### config.mk
export PLATFORM = sky130hd
export DESIGN_NAME = seq_det_scheduler
export DESIGN_NICKNAME = d
export VERILOG_FILES = /design/src/rtl/seq_det_pkg.sv /design/src/rtl/seq_det_core.sv /design/src/rtl/seq_det_scheduler.sv
export SDC_FILE = /design/constraint.sdc
export NUM_CORES = 1
export LEC_CHECK = 0
export BUFFER_PORTS_ARGS = -buffer_cell sky130_fd_sc_hd__buf_2
export CELL_PAD_IN_SITES_DETAIL_PLACEMENT = 1
export CELL_PAD_IN_SITES_GLOBAL_PLACEMENT = 1
export CORE_ASPECT_RATIO = 1.5
export CORE_MARGIN = 3
export CORE_UTILIZATION = 44
export DETAILED_ROUTE_END_ITERATION = 16
export GPL_ROUTABILITY_DRIVEN = 0
export HOLD_SLACK_MARGIN = 0.15
export PLACE_DENSITY = 0.8
export SLEW_MARGIN = 20
export SYNTH_ARGS = -nofsm -noshare
export SYNTH_HDL_FRONTEND = slang
export SYNTH_SLANG_ARGS = --single-unit
### constraint.sdc
create_clock -name clk -period 3.31 [get_ports clk]
set_input_delay 0.1655 -clock clk [delete_from_list [all_inputs] [get_ports clk]]
set_output_delay 0.1655 -clock clk [all_outputs]
set_load 0.1 [all_outputs]
### src/rtl/seq_det_pkg.sv
// rtl/seq_det_pkg.sv - shared types and constants for the time-shared 1010 detector
package seq_det_pkg;

    typedef enum logic [1:0] {
        S0 = 2'b00,
        S1 = 2'b01,
        S2 = 2'b10,
        S3 = 2'b11
    } state_t;

    // Pattern is consumed MSB first: PATTERN[3] is the first bit expected.
    localparam logic [3:0] PATTERN = 4'b1010;

endpackage

### src/rtl/seq_det_core.sv
// rtl/seq_det_core.sv - combinational overlapping Mealy step for one context
module seq_det_core
    import seq_det_pkg::*;
(
    input  state_t cur,
    input  logic   din,
    output state_t nxt,
    output logic   match
);

    // One detector step; fallback states are the overlap-preserving ones for 1010.
    always_comb begin
        nxt   = S0;
        match = 1'b0;
        case (cur)
            S0: nxt = (din == PATTERN[3]) ? S1 : S0;
            S1: nxt = (din == PATTERN[2]) ? S2 : S1;
            S2: nxt = (din == PATTERN[1]) ? S3 : S0;
            S3: begin
                if (din == PATTERN[0]) begin
                    nxt   = S2;
                    match = 1'b1;
                end else begin
                    nxt   = S1;
                end
            end
            // An upset encoding behaves exactly like S0.
            default: nxt = (din == PATTERN[3]) ? S1 : S0;
        endcase
    end

endmodule

### src/rtl/seq_det_scheduler.sv
// rtl/seq_det_scheduler.sv - round-robin time-sharing of one 1010 detector across channels
module seq_det_scheduler
    import seq_det_pkg::*;
#(
    parameter int NUM_CH = 4,
    parameter int CH_W   = $clog2(NUM_CH),
    parameter int CNT_W  = 16
) (
    input  logic              clk,
    input  logic              reset_n,
    input  logic [NUM_CH-1:0] ch_en,
    input  logic [NUM_CH-1:0] ch_valid,
    input  logic [NUM_CH-1:0] ch_din,
    output logic [NUM_CH-1:0] ch_ready,
    input  logic              ctx_clr,
    output logic              match_valid,
    output logic [CH_W-1:0]   match_ch,
    output logic [CNT_W-1:0]  match_cnt
);

    state_t            ctx [NUM_CH];
    logic [CH_W-1:0]   ptr;
    logic [NUM_CH-1:0] req;
    logic [NUM_CH-1:0] grant;
    logic              gnt_any;
    logic [CH_W-1:0]   gnt_idx;

    state_t            core_cur;
    state_t            core_nxt;
    logic              core_din;
    logic              core_match;
    logic              hit;

    // A context clear suppresses every request so nothing is granted that cycle.
    assign req = ctx_clr ? '0 : (ch_valid & ch_en);

    // Rotating priority search starting at ptr, first requester wins.
    always_comb begin : arb
        logic [CH_W-1:0] idx;
        idx     = '0;
        grant   = '0;
        gnt_any = 1'b0;
        gnt_idx = '0;
        for (int k = 0; k < NUM_CH; k++) begin
            idx = CH_W'((int'(ptr) + k) % NUM_CH);
            if (!gnt_any && req[idx]) begin
                gnt_any    = 1'b1;
                gnt_idx    = idx;
                grant[idx] = 1'b1;
            end
        end
    end

    // Grant is masked by reset so no channel sees ready while reset is held.
    assign ch_ready = grant & {NUM_CH{reset_n}};

    assign core_cur = ctx[gnt_idx];
    assign core_din = ch_din[gnt_idx];

    seq_det_core u_core (
        .cur   (core_cur),
        .din   (core_din),
        .nxt   (core_nxt),
        .match (core_match)
    );

    assign hit = gnt_any & core_match;

    // Pointer moves just past the granted channel and holds when idle.
    always_ff @(posedge clk or negedge reset_n) begin
        if (!reset_n) begin
            ptr <= '0;
        end else if (gnt_any) begin
            ptr <= (gnt_idx == CH_W'(NUM_CH - 1)) ? '0 : gnt_idx + 1'b1;
        end
    end

    // Per-channel contexts: cleared when disabled or on ctx_clr, advanced only when granted.
    always_ff @(posedge clk or negedge reset_n) begin
        if (!reset_n) begin
            for (int i = 0; i < NUM_CH; i++) ctx[i] <= S0;
        end else begin
            for (int i = 0; i < NUM_CH; i++) begin
                if (ctx_clr || !ch_en[i]) begin
                    ctx[i] <= S0;
                end else if (gnt_any && (gnt_idx == CH_W'(i))) begin
                    ctx[i] <= core_nxt;
                end
            end
        end
    end

    // Registered match event; match_ch keeps the last matching channel between events.
    always_ff @(posedge clk or negedge reset_n) begin
        if (!reset_n) begin
            match_valid <= 1'b0;
            match_ch    <= '0;
        end else begin
            match_valid <= hit;
            if (hit) match_ch <= gnt_idx;
        end
    end

    // Saturating count of all matches since reset or the last ctx_clr.
    always_ff @(posedge clk or negedge reset_n) begin
        if (!reset_n) begin
            match_cnt <= '0;
        end else if (ctx_clr) begin
            match_cnt <= '0;
        end else if (hit && (match_cnt != {CNT_W{1'b1}})) begin
            match_cnt <= match_cnt + 1'b1;
        end
    end

endmodule

======== Word level (Yosys, flattened, before mapping) ========
Index checks and enable logic that the tools add are counted.
storage, ports and cells
  logic and storage cells ................. 119
  register bits ........................... 29
  input port bits ......................... 15
operators by class
  multiplexer cells ....................... 51
  magnitude comparators ................... 10
  reduce and logical (&&, ||, !) cells .... 31
  bitwise operators ....................... 7
  add/subtract/negate cells ............... 5
  eq/ne operators ......................... 7
operator list
  kind                   number
  $mux 2                 17
  $mux 16                2
  $mux 4                 5
  $add 16x1->16 const B  1
  $mux 1                 16
  $ne 16x16->1 const B   1
  $lt 2x3->1 const B     5
  $logic_and 1x1->1      12
  $or 4x4->4             3
  $bmux 1 s2             5
  $reduce_bool 2->1      5
  $and 4x4->4            2
  $demux 1 s2            4
  $eq 2x2->1 const B     4
  $ge 2x1->1 const B     4
  $logic_not 1->1        7
  $pmux 2 s3             1
  $add 2x1->2 const B    2
  $add 2x2->2 const B    2
  $bmux 2 s2             1
  $eq 2x1->1 const B     2
  $logic_not 2->1        2
  $logic_or 1x1->1       4
  $ge 3x3->1 const B     1
  other kinds (3)        3

======== Longest topological paths before layout ========
Gate-level depths: netlist of run 1.
  depth after elaboration ................. 24
  mapped depth ............................ 13
  mapped depth without buffers ............ 11

======== Cells and area by module ========
Synthesis of run 1 repeated with hierarchy kept, for this count alone.
second synthesis, totals
  cell total of the unflattened synthesis .. 220
  area total of the unflattened synthesis .. 1,973.1 um2
modules (own cells, without submodules)
  module             sequential area each (um2)  cells each  times used  area an instance (um2)
  seq_det_scheduler  725.7                       215         1           1,948.1
  seq_det_core       0.0                         5           1           25.0

======== Worst setup path after synthesis of run 1 ========
OpenSTA, ideal clock, no wires.
  path type ............................... register to output
  start point ............................. register ptr[0]
  end point ............................... output port ch_ready[2]
  arrival ................................. 3,971 ps
  setup slack ............................. -827 ps
  stages on the path, launching flop included .. 8
  required time ........................... 3,144 ps
  path buffers ............................ 1
  cells stage by stage .................... dfrtp_1 buf_6 inv_1 ha_1 or3_1 a21oi_1 a222oi_1 a21boi_0
between the ends
  word-level cells in the longest chain between the ends .. 13
  elaborated cells between the ends (all ways) .. 48
RTL lines
  item                                                                 RTL line                 text
  start, declared                                                      seq_det_scheduler.sv:22  logic [CH_W-1:0] ptr;
  start signal, assigned                                               seq_det_scheduler.sv:74  ptr <= (gnt_idx == CH_W'(NUM_CH - 1)) ? '0 : gnt_idx + 1'b1;
  parallel branches: the longest is 11 deep, another holds $lt 2x3->1  -
  $mux 4 (*)                                                           seq_det_scheduler.sv:46  if (!gnt_any && req[idx]) begin
  $and 4x4->4 (*)                                                      seq_det_scheduler.sv:55  assign ch_ready = grant & {NUM_CH{reset_n}};
  end, declared                                                        seq_det_scheduler.sv:14  output logic [NUM_CH-1:0] ch_ready,
Mark *: on every way between the ends. The select of a mux whose other input is x is not followed.

======== Worst setup path in the final report of run 1 ========
  start point ............................. register ptr[0]
  end point ............................... register match_cnt[9]
between the ends
  word-level cells in the longest chain between the ends .. 21
  elaborated cells between the ends (all ways) .. 37
RTL lines
  item                                                                  RTL line                  text
  parallel branches: the longest is 18 deep, another holds $add 2x1->2  -
  $and 1x1->1 (*)                                                       seq_det_scheduler.sv:67   assign hit = gnt_any & core_match;
  $logic_and 1x1->1 (*)                                                 seq_det_scheduler.sv:110  end else if (hit && (match_cnt != {CNT_W{1'b1}})) begin
  $reduce_bool 2->1 (no source line) (*)                                -
  end signal, assigned                                                  seq_det_scheduler.sv:111  match_cnt <= match_cnt + 1'b1;
  end, declared                                                         seq_det_scheduler.sv:18   output logic [CNT_W-1:0] match_cnt
Marks and branches as above.
A chain may end at the register's enable or synchronous reset.

==> impl_results.md, run 1 <==
- Outcome: finished clean
- Clock tree root driver cell: clkbuf_8
- Max stage delay cell, worst path: o41ai_4
- First-pass GRT wire length: 11,600 µm
- Row cnt: 32
- Number of enable flip-flop cells after synthesis: 0
- Number of hold violations in the final report: 0
- Final worst path period need: 3.04 ns
- Number of global-route vias before repair: 2,404
- Series of cell instances along the critical path: inv_1 -> ha_1 -> a21boi_1 -> o211a_2 -> nor3_4 -> o41ai_4 -> nor4_2 -> mux2_1
- Highest Clock Rate: 328 MHz
- Total setup violations reported at the end of the flow: 0
- Data arrival time of the critical path: 3.20 ns
- Hold/Removal Path Class: in -> reg
- CP peak stage delay: 0.87 ns
- Placed Instance Area: 0.00275 mm²
- Worst path bufs/invs: 1
- Number of instances resized during post-cts repair: 0
- Critical Path RT: 3.47 ns
- Proportion of layout cells with a drive suffix above 1: 28.2%
- Layout overhead on the synthesized area: 14.4%
- Number of different library cells in the post-synthesis netlist: 59
- Final TNS setup: 0 ns
- Share of the clock period used by the worst path: 92.0%
- Worst clock skew: 0.00574 ns
- Iteration count of the initial detailed-routing pass: 5
- Number of DRC markers in iteration 0: 165
- Overall die area: 0.00659 mm²
- Mean cell area of the mapped netlist: 9.29 µm²
- Setup repair after global routing missed its margin: false
- Final design instance area without fill: 0.00284 mm²
- Buffers added on ports: 37
- Transition time at the pin with the least slew margin: 0.989 ns
- Gate Count Post-Synth: 267
- Total clock sinks: 29
- Post-DR wirelength/cell: 18.4 µm
- Crit path kind: reg -> reg
- Cell class contributing the biggest share of worst-path delay: compound AO/OA/AOI/OAI gates
- Clock-pin slew on the worst setup and hold paths: 0.07 ns
- Predominant post-synthesis flop cell: dfrtp_1
- Count of vias placed by the detailed router: 2,307
- Inserted Diodes: 0
- Initial antenna violation count: 0
- Post-layout nets: 336
- Buffers from clock root to sink, at most: 2
- Leak pwr: 1.26 nW
- Largest net degree at the start of global routing: 34
- Count of H-tree levels built during CTS: 2
- DRC violations left: 0
- Antenna violation net count after detailed routing: 0
- Clock tree from TritonCTS: built
- Post-detailed-route via-to-cell ratio: 6.12
- Post-DP HPWL: 5220 µm
- Post-synth ARST share: 100%
- Number of fillers in the final layout: 660
- Number of setup buffers added after CTS: 0
- Worst max-slew margin expressed relative to the limit: 33.9%
- Die span in y: 98.0 µm
- Number of buffers inserted during clock tree synthesis: 5
- Worst Setup End Kind: register
- Kind of start point of the critical path: register
- Sequential-to-total area share from yosys stat: 29.2%
- Final max-slew violation count: 0
- Flops & latches, synth: 29
- Number of max-cap violations: 0
- Clock latency on the worst-skew pair: 0.28 ns
- Starting Density: 46.9%
- Post-Synthesis Net Count: 295
- Cell Pwr Density: 588 mW/mm²
- Final routed wirelength across all metal layers: 6950 µm
- Gr ovfl total: 0
- Count of pins on the block boundary: 38
- Number of warnings printed during yosys synthesis: 0
- Core region area: 0.00529 mm²
- Worst vdd ir: 0.257 mV
- Cell Area, Synth: 0.00248 mm²
- Total routing usage reported by global routing: 22.8%
- DIE WIDTH: 67.3 µm
- Worst-path maximum fanout: 14
worst min-delay path: stages:
cell	delay, ns
buf_2	0.12
nand2b_1	0.09
a21oi_1	0.05
cell usage after synthesis (all sizes together), types with 3 or more instances:
cell type | n | share of area, %
nand3 | 17 | 3.6
dfrtp | 29 | 29
o21ai | 5 | 1.0
nor4 | 10 | 4.5
mux2i | 9 | 3.6
nor3 | 3 | 1.3
nand2b | 8 | 2.0
a222oi | 4 | 1.6
nor2 | 18 | 3.0
a21boi | 5 | 1.5
nor2b | 14 | 3.5
nand2 | 20 | 3.0
buf | 6 | 2.5
inv | 8 | 1.2
nand4 | 9 | 2.3
nand3b | 6 | 2.3
clkbuf | 7 | 1.1
a21oi | 19 | 4.3
o2111ai | 6 | 2.1
mux2 | 13 | 5.9
ha | 13 | 6.6
and3 | 5 | 1.3
a311oi | 4 | 1.4
what timing repair did:
| action | 4_1_cts | 5_1_grt |
|---|---|---|
| setup endpoints to repair | 0 | 0 |
| hold buffers | 1 | 0 |
| hold endpoints to repair | 29 | 0 |
metal layers:
| metal | wire length (µm) | part of all wire (%) | global-route usage, % | up-vias |
|---|---|---|---|---|
| met1 | 2650 | 38 | 24.9 | 1141 |
| met2 | 3780 | 54 | 41.4 | 61 |
| met5 | 0 | 0 | 0 | - |
| met4 | 284 | 4.1 | 11.1 | 0 |
| met3 | 232 | 3.3 | 2.99 | 20 |
| li1 | - | - | - | 1085 |
sequential cells by signal (all words and copies together), names as in the netlist:
register,flops
match_cnt,16
match_valid,1
ctx,8
ptr,2
match_ch,2
path summary, 6_finish.rpt:
path	from	endpoint	slack, ns	cells after the start
worst min-delay path	ch_en[1]	ctx[4]$_DFFE_PN0P_	0.18	3
min in group asynchronous	reset_n	ptr[1]$_DFFE_PN0P_	0.49	2
worst min register to register	match_ch[1]$_DFFE_PN0P_	match_ch[1]$_DFFE_PN0P_	0.50	1
max in group asynchronous	reset_n	match_ch[1]$_DFFE_PN0P_	2.33	2
worst max-delay path	ptr[0]$_DFFE_PN0P_	match_cnt[9]$_DFFE_PN0P_	0.27	8
worst max register to register	ptr[0]$_DFFE_PN0P_	match_cnt[9]$_DFFE_PN0P_	0.27	8
final cells by class:
| class | instances | area (µm²) | share of cell area, % |
|---|---|---|---|
| Tap cell | 68 | 85.1 | 3.00 |
| Inverter | 8 | 30.0 | 1.06 |
| Clock buffer | 6 | 72.6 | 2.56 |
| Multi-Input combinational cell | 217 | 1650 | 58.2 |
| Timing Repair Buffer | 47 | 263 | 9.26 |
| Sequential cell | 29 | 726 | 25.6 |
| Clock inverter | 2 | 10.0 | 0.353 |
cell usage in the layout (no fill, tap or decap), types with 3 or more instances in the layout:
cell type / synthesis / routed
mux2i_1: 9 / 9
a311oi_1: 4 / 4
mux2_1: 9 / 9
nand4_1: 9 / 9
a222oi_1: 4 / 4
buf_4: 0 / 9
nor4_2: 8 / 8
nor2b_1: 14 / 14
nand2b_1: 8 / 8
o2111ai_1: 6 / 6
nor2_1: 17 / 17
dfrtp_1: 29 / 29
nand3b_1: 5 / 5
mux2_2: 4 / 4
and3_1: 5 / 5
a21oi_2: 3 / 3
inv_1: 7 / 7
a21boi_2: 0 / 4
clkbuf_8: 0 / 5
buf_2: 1 / 37
ha_1: 13 / 13
a21oi_1: 16 / 16
o21ai_0: 4 / 4
nand2_1: 20 / 20
nand3_1: 16 / 16
power by group:
| group | internal [mW] | total [mW] | switching, mW |
|---|---|---|---|
| Clock | 0.146 | 0.294 | 0.148 |
| Combinational | 0.301 | 0.970 | 0.669 |
| Sequential | 0.384 | 0.406 | 0.0220 |
cells by family after synthesis:
logic type | count (synthesis) | synth area share (%)
fa+ha+maj | 13 | 6.56
mux | 22 | 9.53
flops | 29 | 29.2
simple gates | 120 | 30.0
buf+inv | 21 | 4.74
compound gates | 62 | 19.9
metrics by stage:
stage | setup WS, ns | hold WS (ns) | util, % | std cells | power, mW
floorplan | 0.409 | -0.130 | - | 267 | 1.19
global placement | 0.396 | 0.272 | 52.0 | 368 | 1.35
detailed placement | 0.286 | 0.279 | 52.0 | 368 | 1.37
CTS | 0.275 | 0.175 | 53.7 | 377 | 1.67
finish | 0.266 | 0.185 | 53.7 | 377 | 1.67
global route | 0.0154 | 0.203 | 53.7 | 377 | 1.78
Power figures use the tool's default switching activity.
==> run 2: changes to the inputs <==
Settings changed: ABC_CLOCK_PERIOD_IN_PS set to 3440.
Clock period 3.31 ns to 3.44 ns, I/O delays scaled along.
==> run 2 against run 1 <==
  * Clock skew down 0.0033 ns
  * Non-clock buffer count down 2
  * Worst setup slack better by 0.13 ns
  * Utilization up 0.071 points
  * Largest power group unchanged
  * Power up 0.59%
==> impl_results.md, run 2 (synthesis gave the netlist of run 1 again) <==
- Outcome: finished clean
- Buffers added on ports: 37 (unchanged)
- Clock tree from TritonCTS: built
- Share of the clock period used by the worst path: 88.5% (-3.5 points)
- Leading registers by flop count: match_cnt: 16 flops, ctx: 8 flops
- Cell Pwr Density: 591 mW/mm² (+0.46%)
- Final TNS setup: 0 ns (unchanged)
- Leak pwr: 1.26 nW (+0.21%)
- Worst-path maximum fanout: 14 (unchanged)
- Highest Clock Rate: 329 MHz (about the same)
- Die span in y: 98.0 µm (unchanged)
- Worst clock skew: 0.00245 ns (-0.00329 ns)
- Leading cell types in the layout, fill and taps excluded: buf_2 (37), dfrtp_1 (29), nand2_1 (20)
- Most common library cell in the layout ignoring fill and taps: buf_2
- Number of buffers inserted during clock tree synthesis: 5 (unchanged)
- Placed Instance Area: 0.00272 mm² (-1.1%)
- Final worst path period need: 3.04 ns (-0.000112 ns)
- Clock-pin slew on the worst setup and hold paths: 0.06 ns (about the same)
- CP peak stage delay: 0.90 ns (+0.03 ns)
- Max stage delay cell, worst path: o41ai_4
- Largest net degree at the start of global routing: 34 (unchanged)
- Crit path kind: reg -> reg
- Number of hold violations in the final report: 0 (unchanged)
- Proportion of layout cells with a drive suffix above 1: 26.4% (-1.8 points)
- Post-DP HPWL: 5130 µm (-1.9%)
- Total routing usage reported by global routing: 22.3% (-0.50 points)
- Layout overhead on the synthesized area: 14.6%
- Final design instance area without fill: 0.00284 mm² (+0.13%)
- Post-layout nets: 334 (-0.60%)
- Clock latency on the worst-skew pair: 0.29 ns (about the same)
- Register with the highest flop count: match_cnt
- Post-detailed-route via-to-cell ratio: 6.12 (about the same)
- Data arrival time of the critical path: 3.22 ns (+0.02 ns)
- Row cnt: 32 (unchanged)
- First-pass GRT wire length: 11,300 µm (-2.9%)
- Number of fillers in the final layout: 656 (-0.61%)
- Count of vias placed by the detailed router: 2,296 (-0.48%)
- Worst Setup End Kind: register
- Worst max-slew margin expressed relative to the limit: 31.9% (-2.0 points)
- Buffers from clock root to sink, at most: 2 (unchanged)
- Final routed wirelength across all metal layers: 6800 µm (-2.2%)
- DIE WIDTH: 67.3 µm (unchanged)
- Kind of start point of the critical path: register
- Number of global-route vias before repair: 2,345 (-2.5%)
- Transition time at the pin with the least slew margin: 1.02 ns (+0.0297 ns)
- Number of max-cap violations: 0 (unchanged)
- DRC violations left: 0 (unchanged)
- Worst vdd ir: 0.351 mV (+36%)
- Number of DRC markers in iteration 0: 94 (-43%)
- Max reg flops: 16 (unchanged)
- Hold/Removal Path Class: in -> reg
- Count of pins on the block boundary: 38 (unchanged)
- Setup repair after global routing missed its margin: false
- Inserted Diodes: 0 (unchanged)
- Critical Path RT: 3.61 ns (+0.14 ns)
- Core region area: 0.00529 mm² (unchanged)
- Total setup violations reported at the end of the flow: 0 (unchanged)
- Gr ovfl total: 0 (unchanged)
- Starting Density: 46.9% (unchanged)
- Clock tree root driver cell: clkbuf_8
- Series of cell instances along the critical path: inv_1 -> ha_1 -> a211oi_2 -> o211a_2 -> nor3_4 -> o41ai_4 -> nor4_2 -> mux2_1
- Overall die area: 0.00659 mm² (unchanged)
- Initial antenna violation count: 0 (unchanged)
- Final max-slew violation count: 0 (unchanged)
- Count of H-tree levels built during CTS: 2 (unchanged)
- Iteration count of the initial detailed-routing pass: 5 (unchanged)
- Antenna violation net count after detailed routing: 0 (unchanged)
- Post-DR wirelength/cell: 18.1 µm (-1.7%)
- Total clock sinks: 29 (unchanged)
-- run 2: cell types whose count changed in the layout (fill, tap and decap cells not counted) --
cell,before,now
a21boi_1,1,5
a21boi_2,4,0
bufinv_16,0,1
clkinv_2,2,0
clkbuf_8,5,6
buf_4,9,7
-- run 2: metrics by stage --
step / hold slack, ns / setup slack (ns) / total power [mW] / util, % / instances
3_5_place_dp: 0.279 / 0.473 / 1.30 / 51.4 / 366
6_report: 0.186 / 0.396 / 1.68 / 53.8 / 375
3_3_place_gp: 0.284 / 0.533 / 1.29 / 51.4 / 366
2_1_floorplan: -0.124 / 0.0595 / 1.13 / - / 267
4_1_cts: 0.181 / 0.415 / 1.69 / 53.8 / 375
5_1_grt: 0.219 / 0.228 / 1.78 / 53.8 / 375
-- run 2: layout make-up --
class                      count  area (µm²)  share of cell area [%]
clock buffer                   7        86.3                    3.04
tap                           68        85.1                    2.99
sequential                    29         726                    25.5
inverter                       8        30.0                    1.06
timing repair buffer          45         248                    8.71
clock inverter                 1        30.0                    1.06
multi-input combinational    217        1640                    57.6
-- run 2: power breakdown --
group | internal [mW] | switching, mW
Combinational | 0.281 | 0.634
Clock | 0.236 | 0.137
Sequential | 0.370 | 0.0223
Total | 0.887 | 0.793
-- run 2: critical path, delay by kind of cell (launching register included) --
kind | cells | cell delay (ns)
buf+inv | 1 | 0.07
flops | 1 | 0.37
mux | 1 | 0.35
compound gates | 3 | 1.53
fa+ha+maj | 1 | 0.38
simple gates | 2 | 0.24
-- run 2: what timing repair did --
action / CTS / global route
gates resized for setup: 0 / 0
setup buffers: 0 / 0
hold buffers: 1 / 0
endpoints found under the hold margin: 29 / 0
setup endpoints to repair: 0 / 0
-- run 2: final timing paths --
path	from	endpoint	slack [ns]	cells after the start
setup / recovery	ptr[0]$_DFFE_PN0P_	match_cnt[10]$_DFFE_PN0P_	0.40	8
max in group asynchronous	reset_n	match_ch[1]$_DFFE_PN0P_	2.45	2
min in group asynchronous	reset_n	match_cnt[4]$_DFFE_PN0P_	0.50	2
hold / removal	ch_en[1]	ctx[4]$_DFFE_PN0P_	0.19	3
hold reg to reg	match_cnt[6]$_DFFE_PN0P_	match_cnt[6]$_DFFE_PN0P_	0.51	1
setup reg to reg	ptr[0]$_DFFE_PN0P_	match_cnt[10]$_DFFE_PN0P_	0.40	8
-- run 2: layer usage --
metal	GRT usage, %	part of all wire (%)
met5	0	0
met4	10.5	3.4
met1	25.5	39
met2	39.3	54
met3	3.22	3.1
==> run 3: changes to the inputs <==
Settings changed: CORE_ASPECT_RATIO 1.5 to unset, MAX_ROUTING_LAYER set to met4.
==> run 3 against run 2 <==
  * Final area fell by 1.5%
  * Clock power down 23%
  * Highest routed layer unchanged
  * Power down 4.9%
  * Sequential share of layout area rose by 0.39 points
  * Flip-flop and latch count unchanged
  * Utilization fell by 0.65 points
  * Hold slack better by 0.0078 ns
  * Count of clock-buffer cells in the layout decreased by 2
  * Critical path depth is the same
  * Critical path type unchanged
  * Clock skew rose by 0.0026 ns
  * Non-clock buffer count decreased by 2
==> impl_results.md, run 3 (synthesis gave the netlist of run 1 again) <==
- Count of pins on the block boundary: 38 (unchanged)
- Number of hold violations in the final report: 0 (unchanged)
- Number of global-route vias before repair: 2,398 (+2.3%)
- DRC violations left: 0 (unchanged)
- Register-to-register setup slack: 0.30 ns (-0.09 ns)
- Highest Clock Rate: 319 MHz (-3.0%)
- Final TNS setup: 0 ns (unchanged)
- Layout overhead on the synthesized area: 12.9%
- Share of the clock period used by the worst path: 91.2% (+2.7 points)
- Worst-path maximum fanout: 14 (unchanged)
- Busiest metal layer after global routing: met2
- Final worst path period need: 3.14 ns (+0.0932 ns)
- Met2 usage: 40.5% (+1.2 points)
- Proportion of layout cells with a drive suffix above 1: 26.2% (-0.15 points)
- Final max-slew violation count: 0 (unchanged)
- Leak pwr: 1.24 nW (-1.9%)
- Clock tree from TritonCTS: built
- Buffers from clock root to sink, at most: 2 (unchanged)
- Number of DRC markers in iteration 0: 160 (+70%)
- Gr ovfl total: 0 (unchanged)
- First-pass GRT wire length: 12,100 µm (+7.0%)
- Crit path kind: reg -> reg
- Worst clock skew: 0.00508 ns (+0.00263 ns)
- Worst max-slew margin expressed relative to the limit: 35.1% (+3.3 points)
- Leading registers by flop count: match_cnt: 16 flops, ctx: 8 flops
- Count of H-tree levels built during CTS: 2 (unchanged)
- Row cnt: 26 (-19%)
- Core region area: 0.00527 mm² (-0.28%)
- Final routed wirelength across all metal layers: 7170 µm (+5.5%)
- Total setup violations reported at the end of the flow: 0 (unchanged)
- Placed Cells incl. Taps: 366 (unchanged)
- Worst Setup End Kind: register
- Total routing usage reported by global routing: 24.6% (+2.3 points)
- Number of standard cells in the layout, taps in and fillers out: 375 (unchanged)
- Depth of the worst hold-timing path: 3 (unchanged)
- Worst vdd ir: 0.330 mV (-6.1%)
- DIE WIDTH: 81.1 µm (+20%)
- Setup repair after global routing missed its margin: false
- Number of instances resized during post-cts repair: 0 (unchanged)
- Most common library cell in the layout ignoring fill and taps: buf_2
- Kind of start point of the critical path: register
- Number of setup buffers added after CTS: 0 (unchanged)
- Clock-pin slew on the worst setup and hold paths: 0.07 ns (about the same)
- Cell Pwr Density: 571 mW/mm² (-3.5%)
- Global Route met3 Usage: 3.66% (+0.44 points)
- Clock latency on the worst-skew pair: 0.29 ns (about the same)
- Outcome: finished clean
- Iteration count of the initial detailed-routing pass: 5 (unchanged)
- Register with the highest flop count: match_cnt
- Clock tree root driver cell: clkbuf_8
- Largest net degree at the start of global routing: 34 (unchanged)
- Count of vias placed by the detailed router: 2,314 (+0.78%)
- Inserted Diodes: 0 (unchanged)
- Die span in y: 81.1 µm (-17%)
- Post-detailed-route via-to-cell ratio: 6.17 (+0.78%)
- Post-DP HPWL: 5370 µm (+4.7%)
- Buffers added on ports: 37 (unchanged)
- Hold/Removal Path Class: in -> reg
- Initial antenna violation count: 0 (unchanged)
- Antenna violation net count after detailed routing: 0 (unchanged)
- Leading cell types in the layout, fill and taps excluded: buf_2 (37), dfrtp_1 (29), nand2_1 (20)
- Post-layout nets: 332 (-0.60%)
- Critical Path RT: 3.61 ns (about the same)
- Transition time at the pin with the least slew margin: 0.970 ns (-0.0487 ns)
- Number of buffers inserted during clock tree synthesis: 5 (unchanged)
- Post-DR wirelength/cell: 19.1 µm (+5.5%)
- Starting Density: 47.1% (+0.13 points)
- Number of cell instances on the worst register-to-register path: 8 (unchanged)
- Met1 routing resource usage after global routing: 30.6% (+5.1 points)
- Total clock sinks: 29 (unchanged)
- Max reg flops: 16 (unchanged)
- Overall die area: 0.00658 mm² (-0.29%)
- Number of max-cap violations: 0 (unchanged)
- Data arrival time of the critical path: 3.31 ns (+0.09 ns)
-- run 3: path summary, 6_finish.rpt --
path	startpoint	to
worst max-delay path	ptr[1]$_DFFE_PN0P_	match_ch[1]$_DFFE_PN0P_
worst min-delay path	ch_en[3]	ctx[0]$_DFFE_PN0P_
worst max register to register	ptr[1]$_DFFE_PN0P_	match_ch[1]$_DFFE_PN0P_
worst min register to register	match_cnt[6]$_DFFE_PN0P_	match_cnt[6]$_DFFE_PN0P_
max in group asynchronous	reset_n	ctx[4]$_DFFE_PN0P_
min in group asynchronous	reset_n	ptr[1]$_DFFE_PN0P_
-- run 3: layer usage --
layer  up-vias  routed length, µm
met3        16                288
met2        56               3600
met5         -                  0
li1       1078                  -
met1      1164               3140
met4         0                148
-- run 3: power breakdown --
part / switching (mW) / internal [mW]
clock: 0.148 / 0.139
combinational: 0.648 / 0.269
sequential: 0.0239 / 0.370
-- run 3: critical path, cell delays in order (launching register included) --
cell	delay [ns]
dfrtp_1	0.39
inv_1	0.19
ha_1	0.34
a211oi_2	0.30
o211a_2	0.33
nor3_4	0.09
o41ai_4	0.86
a21oi_1	0.16
mux2_1	0.35
-- run 3: layout make-up --
type,count,area [µm²]
Multi-Input combinational cell,217,1640
Timing Repair Buffer,43,233
Inverter,8,30.0
Fill cell,649,2470
Clock inverter,3,17.5
Clock buffer,5,68.8
Sequential cell,29,726
Tap cell,70,87.6
-- run 3: what timing repair did --
item | CTS | global route
setup endpoints to repair | 0 | 0
hold endpoints to repair | 29 | 0
hold buffers | 1 | 0
-- run 3: stage by stage --
stage                     hold slack (ns)  area [µm²]  total power, mW  setup slack, ns  utilization [%]
after floorplan                    -0.124        2480             1.13           0.0595                -
after global placement              0.286        2700             1.26            0.456             51.3
after detailed placement            0.294        2700             1.30            0.385             51.3
after CTS                           0.189        2800             1.60            0.329             53.1
after global routing                0.216        2800             1.70           0.0451             53.1
final                               0.194        2800             1.60            0.303             53.1
